## config.mk

```make
export PLATFORM = sky130hd
export DESIGN_NAME = multi_debouncer_flat
export DESIGN_NICKNAME = d
export VERILOG_FILES = /design/src/rtl/deb_pkg.sv /design/src/rtl/multi_debouncer_if.sv /design/src/rtl/deb_channel.sv /design/src/rtl/multi_debouncer.sv /design/src/flat_wrapper.sv
export SDC_FILE = /design/constraint.sdc
export NUM_CORES = 1
export LEC_CHECK = 0
export ABC_AREA = 1
export BUFFER_PORTS_ARGS = -buffer_cell sky130_fd_sc_hd__buf_2
export CORE_MARGIN = 4
export CORE_UTILIZATION = 45
export CTS_CLUSTER_SIZE = 24
export DETAILED_ROUTE_END_ITERATION = 12
export GPL_TIMING_DRIVEN = 0
export HOLD_SLACK_MARGIN = 0.05
export PLACE_DENSITY = 0.63
export SLEW_MARGIN = 20
export SYNTH_ARGS = -nofsm -noshare
export SYNTH_HDL_FRONTEND = slang
export SYNTH_SLANG_ARGS = --single-unit
```

## constraint.sdc

```tcl
create_clock -name clk -period 2.6 [get_ports clk]
set_input_delay 0.26 -clock clk [delete_from_list [all_inputs] [get_ports clk]]
set_output_delay 0.26 -clock clk [all_outputs]
set_load 0.005 [all_outputs]
```

## src/rtl/deb_pkg.sv

```systemverilog
// Shared defaults and sizing helpers for the multi-channel debouncer.
// Used by all debouncer files; the auto-repeat phase type applies only with MULTI_DEBOUNCER_AUTOREPEAT_EN.
package deb_pkg;

   localparam int unsigned DEF_N_CH          = 4;
   localparam int unsigned DEF_STABLE_CYCLES = 16;
   localparam int unsigned DEF_REPEAT_DELAY  = 1000;
   localparam int unsigned DEF_REPEAT_PERIOD = 250;

   typedef enum logic [1:0] {
      RPT_IDLE,
      RPT_DELAY,
      RPT_PERIOD
   } rpt_phase_t;

   // Bits needed to hold values 0..n, never less than one.
   function automatic int unsigned cnt_width(input int unsigned n);
      return (n < 1) ? 1 : $clog2(n + 1);
   endfunction

   function automatic int unsigned max_u(input int unsigned a, input int unsigned b);
      return (a > b) ? a : b;
   endfunction

endpackage

```

## src/rtl/multi_debouncer_if.sv

```systemverilog
// Raw inputs and debounced outputs of the multi-channel debouncer.
// The rpt lines are always present; they are active only with MULTI_DEBOUNCER_AUTOREPEAT_EN.
interface multi_debouncer_if import deb_pkg::*; #(
   parameter int unsigned N_CH = DEF_N_CH
);
   logic [N_CH-1:0] d;
   logic [N_CH-1:0] q;
   logic [N_CH-1:0] rise;
   logic [N_CH-1:0] fall;
   logic [N_CH-1:0] rpt;

   modport master (output d, input q, rise, fall, rpt);
   modport slave  (input d, output q, rise, fall, rpt);
endinterface

```

## src/rtl/deb_channel.sv

```systemverilog
// One debounce channel: 2-flop synchronizer, stability counter, edge pulses.
// Auto-repeat counter is built only when MULTI_DEBOUNCER_AUTOREPEAT_EN is defined.
module deb_channel import deb_pkg::*; #(
   parameter int unsigned STABLE_CYCLES = DEF_STABLE_CYCLES
`ifdef MULTI_DEBOUNCER_AUTOREPEAT_EN
   ,
   parameter int unsigned REPEAT_DELAY  = DEF_REPEAT_DELAY,
   parameter int unsigned REPEAT_PERIOD = DEF_REPEAT_PERIOD
`endif
) (
   input  logic clk,
   input  logic rst,
   input  logic d,
   output logic q,
   output logic rise,
   output logic fall,
   output logic rpt
);
   localparam int unsigned   CW   = cnt_width(STABLE_CYCLES);
   localparam logic [CW-1:0] LAST = CW'(STABLE_CYCLES - 1);

   logic          s1;
   logic          s2;
   logic [CW-1:0] cnt;
   logic          flip;

   assign flip = (s2 != q) && (cnt == LAST);

   always_ff @(posedge clk or posedge rst) begin
      if (rst) begin
         s1   <= 1'b0;
         s2   <= 1'b0;
         q    <= 1'b0;
         cnt  <= '0;
         rise <= 1'b0;
         fall <= 1'b0;
      end else begin
         s1   <= d;
         s2   <= s1;
         rise <= flip && s2;
         fall <= flip && !s2;
         if ((s2 == q) || flip)
            cnt <= '0;
         else
            cnt <= cnt + CW'(1);
         if (flip)
            q <= s2;
      end
   end

`ifdef MULTI_DEBOUNCER_AUTOREPEAT_EN
   localparam int unsigned   RW          = cnt_width(max_u(REPEAT_DELAY, REPEAT_PERIOD));
   localparam logic [RW-1:0] DELAY_LAST  = RW'(REPEAT_DELAY - 1);
   localparam logic [RW-1:0] PERIOD_LAST = RW'(REPEAT_PERIOD - 1);

   rpt_phase_t    phase;
   logic [RW-1:0] rcnt;

   // Counting restarts on the edge that raises q, so rpt lands REPEAT_DELAY cycles after rise.
   always_ff @(posedge clk or posedge rst) begin
      if (rst) begin
         phase <= RPT_IDLE;
         rcnt  <= '0;
         rpt   <= 1'b0;
      end else if (flip) begin
         phase <= s2 ? RPT_DELAY : RPT_IDLE;
         rcnt  <= '0;
         rpt   <= 1'b0;
      end else if (phase == RPT_IDLE) begin
         rpt <= 1'b0;
      end else if (rcnt == ((phase == RPT_DELAY) ? DELAY_LAST : PERIOD_LAST)) begin
         phase <= RPT_PERIOD;
         rcnt  <= '0;
         rpt   <= 1'b1;
      end else begin
         rcnt <= rcnt + RW'(1);
         rpt  <= 1'b0;
      end
   end
`else
   assign rpt = 1'b0;
`endif

endmodule

```

## src/rtl/multi_debouncer.sv

```systemverilog
// N_CH independent debounced inputs with rise/fall pulses and optional auto-repeat.
// Auto-repeat is compiled in only when MULTI_DEBOUNCER_AUTOREPEAT_EN is defined; otherwise rpt reads 0.
module multi_debouncer import deb_pkg::*; #(
   parameter int unsigned N_CH          = DEF_N_CH,
   parameter int unsigned STABLE_CYCLES = DEF_STABLE_CYCLES,
   parameter int unsigned REPEAT_DELAY  = DEF_REPEAT_DELAY,
   parameter int unsigned REPEAT_PERIOD = DEF_REPEAT_PERIOD
) (
   input logic              clk,
   input logic              rst,
   multi_debouncer_if.slave bus
);
   if (N_CH < 1 || N_CH > 32) begin : g_bad_n_ch
      $error("multi_debouncer: N_CH must be 1..32");
   end
   if (STABLE_CYCLES < 1 || STABLE_CYCLES > 65535) begin : g_bad_stable
      $error("multi_debouncer: STABLE_CYCLES must be 1..65535");
   end
   if (REPEAT_DELAY < 1 || REPEAT_PERIOD < 1) begin : g_bad_repeat
      $error("multi_debouncer: REPEAT_DELAY and REPEAT_PERIOD must be >= 1");
   end

   logic [N_CH-1:0] q_v;
   logic [N_CH-1:0] rise_v;
   logic [N_CH-1:0] fall_v;
   logic [N_CH-1:0] rpt_v;

   for (genvar g = 0; g < N_CH; g++) begin : g_ch
      deb_channel #(
         .STABLE_CYCLES(STABLE_CYCLES)
`ifdef MULTI_DEBOUNCER_AUTOREPEAT_EN
         ,
         .REPEAT_DELAY (REPEAT_DELAY),
         .REPEAT_PERIOD(REPEAT_PERIOD)
`endif
      ) u_ch (
         .clk (clk),
         .rst (rst),
         .d   (bus.d[g]),
         .q   (q_v[g]),
         .rise(rise_v[g]),
         .fall(fall_v[g]),
         .rpt (rpt_v[g])
      );
   end

   assign bus.q    = q_v;
   assign bus.rise = rise_v;
   assign bus.fall = fall_v;
   assign bus.rpt  = rpt_v;

endmodule

```

## src/flat_wrapper.sv

```systemverilog
// flat-port wrapper written by rule: the top's interface ports become plain ports
module multi_debouncer_flat import deb_pkg::*;
#(
   parameter int unsigned N_CH          = DEF_N_CH,
   parameter int unsigned STABLE_CYCLES = DEF_STABLE_CYCLES,
   parameter int unsigned REPEAT_DELAY  = DEF_REPEAT_DELAY,
   parameter int unsigned REPEAT_PERIOD = DEF_REPEAT_PERIOD
)
  (clk, rst, bus_d, bus_q, bus_rise, bus_fall, bus_rpt);
  multi_debouncer_if #(.N_CH(N_CH)) bus_i ();
  input logic clk;
  input logic rst;
  input wire logic [$bits(bus_i.d)-1:0] bus_d;
  output wire logic [$bits(bus_i.q)-1:0] bus_q;
  output wire logic [$bits(bus_i.rise)-1:0] bus_rise;
  output wire logic [$bits(bus_i.fall)-1:0] bus_fall;
  output wire logic [$bits(bus_i.rpt)-1:0] bus_rpt;
  assign bus_i.d = bus_d;
  assign bus_q = bus_i.q;
  assign bus_rise = bus_i.rise;
  assign bus_fall = bus_i.fall;
  assign bus_rpt = bus_i.rpt;
  multi_debouncer #(.N_CH(N_CH), .STABLE_CYCLES(STABLE_CYCLES), .REPEAT_DELAY(REPEAT_DELAY), .REPEAT_PERIOD(REPEAT_PERIOD)) u_core (.clk(clk), .rst(rst), .bus(bus_i));
endmodule
```

### Yosys cells after proc, flatten, opt, wreduce, memory -nomap -nowiden

Cells that the tools add are included.

* flip-flop bits (word level): 40
* output and inout port bits: 16

* $add $sub $neg: 4
* equal/unequal tests: 12
* mux-type cells: 4
* reduce and logical (&&, ||, !) cells: 20

Operators with widths (count)
* $add A5 B1 Y5 const B: 4
* $eq A5 B4 Y1 const B: 4
* $mux W5: 4
* $logic_and A1 B1 Y1: 12
* $eq A1 B1 Y1: 4
* $logic_not A1 Y1: 4
* $logic_or A1 B1 Y1: 4
* $ne A1 B1 Y1: 4

### Longest topological paths before layout

Gate-level depths: netlist of the first run.

* word-level depth: 4
* depth in mapped cells: 6

### By module

From an unflattened synthesis of the first run, not the netlist that was laid out.

* cell total of the unflattened synthesis: 164
* area total of the unflattened synthesis: 1721.7 µm²

By module, submodules not included
* deb_channel: instances 4, cells each 41, area an instance 430.4 µm²

### Worst setup path before layout of the first run

No wires, ideal clock.

* path type: reg2reg
* start point: register u_core.g_ch[2].u_ch.cnt[0]
* end point: register u_core.g_ch[2].u_ch.cnt[3]
* library setup time: 0.069 ns
* arrival time: 1.143 ns
* data required time: 2.531 ns
* slack: 1.388 ns
* cell stages (with the launch flop): 7
* buffers on the path: 0
* period minus slack after synthesis: 1.212 ns
* cell sequence: dfrtp_1 -> ha_1 -> nand2_1 -> nor2_1 -> ha_1 -> nand3b_4 -> nor2_2

* longest elaborated chain between the ends: 4

RTL lines
* start, declared: line deb_channel.sv:24 `logic [CW-1:0] cnt;`
* start signal, assigned: line deb_channel.sv:45 `cnt <= cnt + CW'(1);`
* branches (longest 3 deep; another with $add A5 B1 Y5)
* $mux W5 (*): line deb_channel.sv:42 `if ((s2 == q) || flip)`

Every way passes the cells marked *.
A chain may end at the register's enable or synchronous reset.

### Worst setup path after layout of the first run

* start point: register u_core.g_ch[2].u_ch.cnt[0]
* end point: register u_core.g_ch[2].u_ch.fall

* longest elaborated chain between the ends: 3

RTL lines
* $eq A5 B4 Y1: line deb_channel.sv:27 `assign flip = (s2 != q) && (cnt == LAST);`
* $logic_and A1 B1 Y1: line deb_channel.sv:27
* $logic_and A1 B1 Y1: line deb_channel.sv:41 `fall <= flip && !s2;`
* end signal, assigned: line deb_channel.sv:41
* end, declared: line deb_channel.sv:16 `output logic fall,`

Every way passes these cells.

==> flow_summary.ini, run 1 <==
[status]
outcome = finished, final reports clean

[drt]
drc = 0
drt_iter0_drc = 31
post_drt_wl_per_cell_um = 10.3
first_pass_iters = 4
vias = 1116
ant_nets = 0
viasPerCell = 4.50
routed_wl_mm = 2.55

[finish]
fin_nets = 217
finish.utilization_pct = 55.2
area_growth_pct = 15.4
final_layout_size_suffix_gt1_share_pct = 28.5
diodes = 0
layout.cells.non_filler = 248

[synth]
yosys.area_share.simple_pct = 20.5
synth-compound-area-share_pct = 1.12
muxShareOfSynthArea_pct = 0
synthAdderAreaFrac_pct = 8.38
ys_seq_elements = 40
synth.yosys.seq_area_share_pct = 55.9
netlist_instances = 170
synth_top_family_by_area = simple AND/OR/NAND/NOR gates
synth_top_area_share_pct = 55.9
yosysTopAreaCell = dfrtp_1
synth.top_cells.by_area = dfrtp_1, ha_1, buf_4
netlist_area_mm2 = 0.00179
synth_xor_xnor_area_share_pct = 1.96
ys_warn_count = 0
yosysUniqueCellTypes = 16
avgSynthCellArea_um2 = 10.5

[place]
gp_congestion = 0.705
dp_hpwl_mm = 1.89
port_buffers = 17
numPlacedInstances = 239

[timing]
rsz0062_at_grt = false
period_minus_slack_ps = 1370
fmax_mhz = 730
hold_viol = 0
fin_setup_tns_ps = 0
skew_ps = 5.43
finalCritPeriodShare_pct = 52.7
maxSlewViolCount = 0
setup_viol = 0

[critical_path]
critPathMaxFanout = 4
worstSetupEndpointType = flip-flop
startpoint_type = flip-flop
required_ps = 2790
path_class = reg2reg
crit_arrival_ps = 1560

[flow_run]
cap_violations = 0

[pwr]
peakVddDrop_mv = 0.279
power_density_mw_per_mm2 = 554
power_leakage_uw = 0.00105

[floorplanning]
dieArea_mm2 = 0.00506
die_w_um = 71.1
core_area_mm2 = 0.00374
rows = 22
start_util_pct = 47.9
die_h_um = 71.1
num_io_pins = 22

[global_route]
grt_start_max_net_pins = 32
grt_pass1_wl_mm = 4.77
track_usage_pct = 12.0
antenna_found_initial = 0
grt_pass1_vias = 1176
overflow = 0

[clock_network]
cts_tree = built
ctsLongestPathBuffers = 2
clockRootBuffer = clkbuf_8
htreeDepth = 2
cts.sinks = 40
insertion_delay_ps = 290
clkTransAtPathRegs_ps = 70
cts_buffers = 5
cts_setup_buffers = 0

[worst_hold_path]
hold_class = in2reg
-- worst max-delay path: stages (launching register included) --
cell     delay [ps]
dfrtp_1         390
ha_1            200
nand2_1          60
nor2_1          140
ha_1            210
inv_1            70
nor3_1          210
-- synthesized netlist by cell type (all sizes together) --
master / number
buf: 16
conb: 1
dfrtp: 40
ha: 12
inv: 25
nand2: 24
nand3: 4
nand3b: 4
nand4: 4
nor2: 24
nor3: 8
o21ai: 4
xnor2: 4
-- final timing paths --
| check | start | endpoint | slack, ps | cells past startpoint |
|---|---|---|---|---|
| max | u_core.g_ch[2].u_ch.cnt[0] | u_core.g_ch[2].u_ch.fall | 1230 | 6 |
| min reg2reg | u_core.g_ch[1].u_ch.s1 | u_core.g_ch[1].u_ch.s2 | 350 | 0 |
| min | bus_d[3] | u_core.g_ch[3].u_ch.s1 | 70 | 1 |
| max in group asynchronous | rst | u_core.g_ch[2].u_ch.cnt[4] | 1740 | 4 |
| min in group asynchronous | rst | u_core.g_ch[3].u_ch.s2 | 430 | 3 |
| max reg2reg | u_core.g_ch[2].u_ch.cnt[0] | u_core.g_ch[2].u_ch.fall | 1230 | 6 |
-- repair_timing --
item	in CTS	in global routing
hold buffers	1	0
resized for setup	0	0
endpoints found under the hold margin	9	0
-- cells in the final DEF (no fill, tap or decap), drive strengths merged --
master,instances
dfrtp,40
buf,34
inv,25
nand2,24
nor2,24
ha,12
nor3,8
clkbuf,8
nand3b,4
nand4,4
nand3,4
xnor2,4
o21ai,4
conb,4
dlygate4sd3,1
-- kinds of logic (layout without fill, tap and decap cells) --
group / Yosys count / count (layout)
XOR/XNOR: 4 / 4
adder cells (fa/ha/maj): 12 / 12
other: 1 / 4
flip-flops: 40 / 40
AND/OR/NAND/NOR: 68 / 68
buffers and inverters: 41 / 68
AO/OA/AOI/OAI: 4 / 4
-- power breakdown --
part | internal, uW | total [uW] | switching (uW) | leakage [uW]
Sequential | 643 | 663 | 19.2 | 0.000530
Clock | 216 | 413 | 197 | 0.0000455
Combinational | 31.1 | 69.9 | 38.8 | 0.000471
-- stage by stage --
step	worst slack [ps]	cell area [um^2]	power, uW	hold WS [ps]
floorplan	1390	1800	723	291
global placement	967	1950	736	333
detailed placement	1260	1970	745	198
CTS	1240	2070	1170	57.4
global route	1090	2070	1210	54.0
finish	1230	2070	1150	73.3
-- registers in the layout, summed over array words and instances, names as in the netlist --
register               cells
u_core.g_ch.u_ch.cnt      20
u_core.g_ch.u_ch.fall      4
u_core.g_ch.u_ch.q         4
u_core.g_ch.u_ch.rise      4
u_core.g_ch.u_ch.s1        4
u_core.g_ch.u_ch.s2        4
-- layer usage --
| layer | vias to the layer above | part of all wire (%) | track usage, % |
|---|---|---|---|
| met1 | 535 | 40 | 11.9 |
| met4 | 0 | 1.7 | 8.35 |
| li1 | 559 | - | - |
| met2 | 18 | 54 | 21.4 |
| met3 | 4 | 4.8 | 3.41 |
| met5 | - | 0 | 0 |
-- cell type report --
class / count / area, um^2
plain buffers: 16 / 120
repair buffers: 19 / 115
inverters: 25 / 93.8
multi-input cells: 92 / 588
well taps: 48 / 60.1
flip-flops and latches: 40 / 1000
clock buffers: 8 / 90.1
fillers: 341 / 1680
No activity file was read; power rests on OpenSTA's default activity.
==> run 2, diff against run 1 <==
Settings changed: PLACE_DENSITY 0.63 to 0.66.
Clock period 2.6 ns to 1.25 ns, I/O delays scaled along.
==> flow_summary.ini, run 2 (synthesis results as in run 1) <==
[floorplanning]
rows = 22
core_area_mm2 = 0.00374
num_io_pins = 22
die_h_um = 71.1
start_util_pct = 47.9
dieArea_mm2 = 0.00506
die_w_um = 71.1

[pwr]
peakVddDrop_mv = 0.609
power_uw = 2500
power_density_mw_per_mm2 = 1050
power_leakage_uw = 0.00116

[timing]
skew_ps = 5.82
finalCritPeriodShare_pct = 101
rsz0062_at_grt = true
whs_ps = 258
hold_viol = 0
maxSlewViolCount = 0
fmax_mhz = 795
period_minus_slack_ps = 1260
setup_viol = 2
finalWorstSetupSlack_ps = -8.10

[critical_path]
path_class = reg2reg
startpoint_type = flip-flop
worstSetupEndpointType = flip-flop
crit_start = u_core.g_ch[2].u_ch.cnt[1]
required_ps = 1470
critPathMaxFanout = 5
rr_startpoint = u_core.g_ch[2].u_ch.cnt[1]
crit_arrival_ps = 1480

[finish]
final_layout_size_suffix_gt1_share_pct = 52.5
fill_cells = 312
layout_common_cells = dfrtp_1, buf_4, inv_1, nor2_2, buf_2
diodes = 0
largest_reg_flops = 20
final_common_cell = dfrtp_1
seq_area_mm2 = 0.00100
area_growth_pct = 32.8
multi_input_area_um2 = 743
fin_nets = 236
finish.utilization_pct = 63.5
stdcell_area_mm2 = 0.00238
largest-register = u_core.g_ch.u_ch.cnt

[place]
pre_cts_ws_ps = -94.3
gp_congestion = 0.748
dp_hpwl_mm = 1.89
dpl_cell_area_mm2 = 0.00197
port_buffers = 17

[drt]
drc = 0
drt_iter0_drc = 24
routed_wl_mm = 3.01
first_pass_iters = 2
vias = 1217
ant_nets = 0
post_drt_wl_per_cell_um = 11.3
viasPerCell = 4.56

[global_route]
grt_pass1_vias = 1236
grt_pass1_wl_mm = 5.13
track_usage_pct = 13.1
antenna_found_initial = 0
overflow = 0
grt_start_max_net_pins = 36

[status]
violations = negative setup slack
outcome = finished, violations left

[clock_network]
cts_tree = built
cts_buffers = 5
ctsLongestPathBuffers = 2
htreeDepth = 2
cts.sinks = 40
clkTransAtPathRegs_ps = 80
insertion_delay_ps = 290
clockRootBuffer = clkbuf_8

[worst_hold_path]
hold_class = in2async

[flow_run]
cap_violations = 0
[run 2: where the power goes]
| part | total [uW] | switching (uW) | internal (uW) |
|---|---|---|---|
| sequential | 1380 | 38.8 | 1340 |
| clock | 879 | 438 | 440 |
| combinational | 242 | 118 | 124 |
| total | 2500 | 595 | 1900 |
[run 2: repair_timing]
item	CTS	global route
resized for setup	15	33
pin swaps	3	22
hold buffers	5	0
buffers inserted	7	8
endpoints found under the hold margin	44	0
setup endpoints to repair	29	29
[run 2: final cells by class]
class	count	area share [%]
plain buffers	16	5.05
clock buffers	6	3.47
clock inverters	2	0.421
inverters	25	3.95
multi-input cells	92	31.2
flip-flops and latches	40	42.1
well taps	48	2.52
repair buffers	38	11.3
[run 2: per-layer routing]
| layer | routed length, um | GRT usage (%) | vias to the layer above |
|---|---|---|---|
| met5 | 0 | 0 | - |
| met4 | 49 | 5.01 | 0 |
| met3 | 140 | 4.69 | 6 |
| met2 | 1650 | 24.4 | 17 |
| met1 | 1180 | 13.2 | 597 |
| li1 | - | - | 597 |
[run 2: per-stage QoR]
stage	std cells	setup TNS, ps
floorplan	173	0
global placement	238	-9760
detailed placement	239	-1180
CTS	259	0
global route	267	-1140
finish	267	-12.6
[run 2: worst paths after layout]
kind | to | slack [ps] | depth (start not counted)
setup reg to reg | u_core.g_ch[2].u_ch.cnt[2] | -8 | 6
hold reg to reg | u_core.g_ch[3].u_ch.s2 | 350 | 0
hold / removal | u_core.g_ch[0].u_ch.fall | 260 | 3
min in group clk | u_core.g_ch[3].u_ch.s2 | 350 | 0
setup / recovery | u_core.g_ch[2].u_ch.cnt[2] | -8 | 6
max in group asynchronous | u_core.g_ch[1].u_ch.cnt[3] | 590 | 4
[run 2: critical path, cell delays in order, from the launching register on]
cell	delay, ps
dfrtp_1	390
ha_2	210
nand2_2	70
nor2_2	40
ha_2	160
nand3b_4	200
nor2_2	120
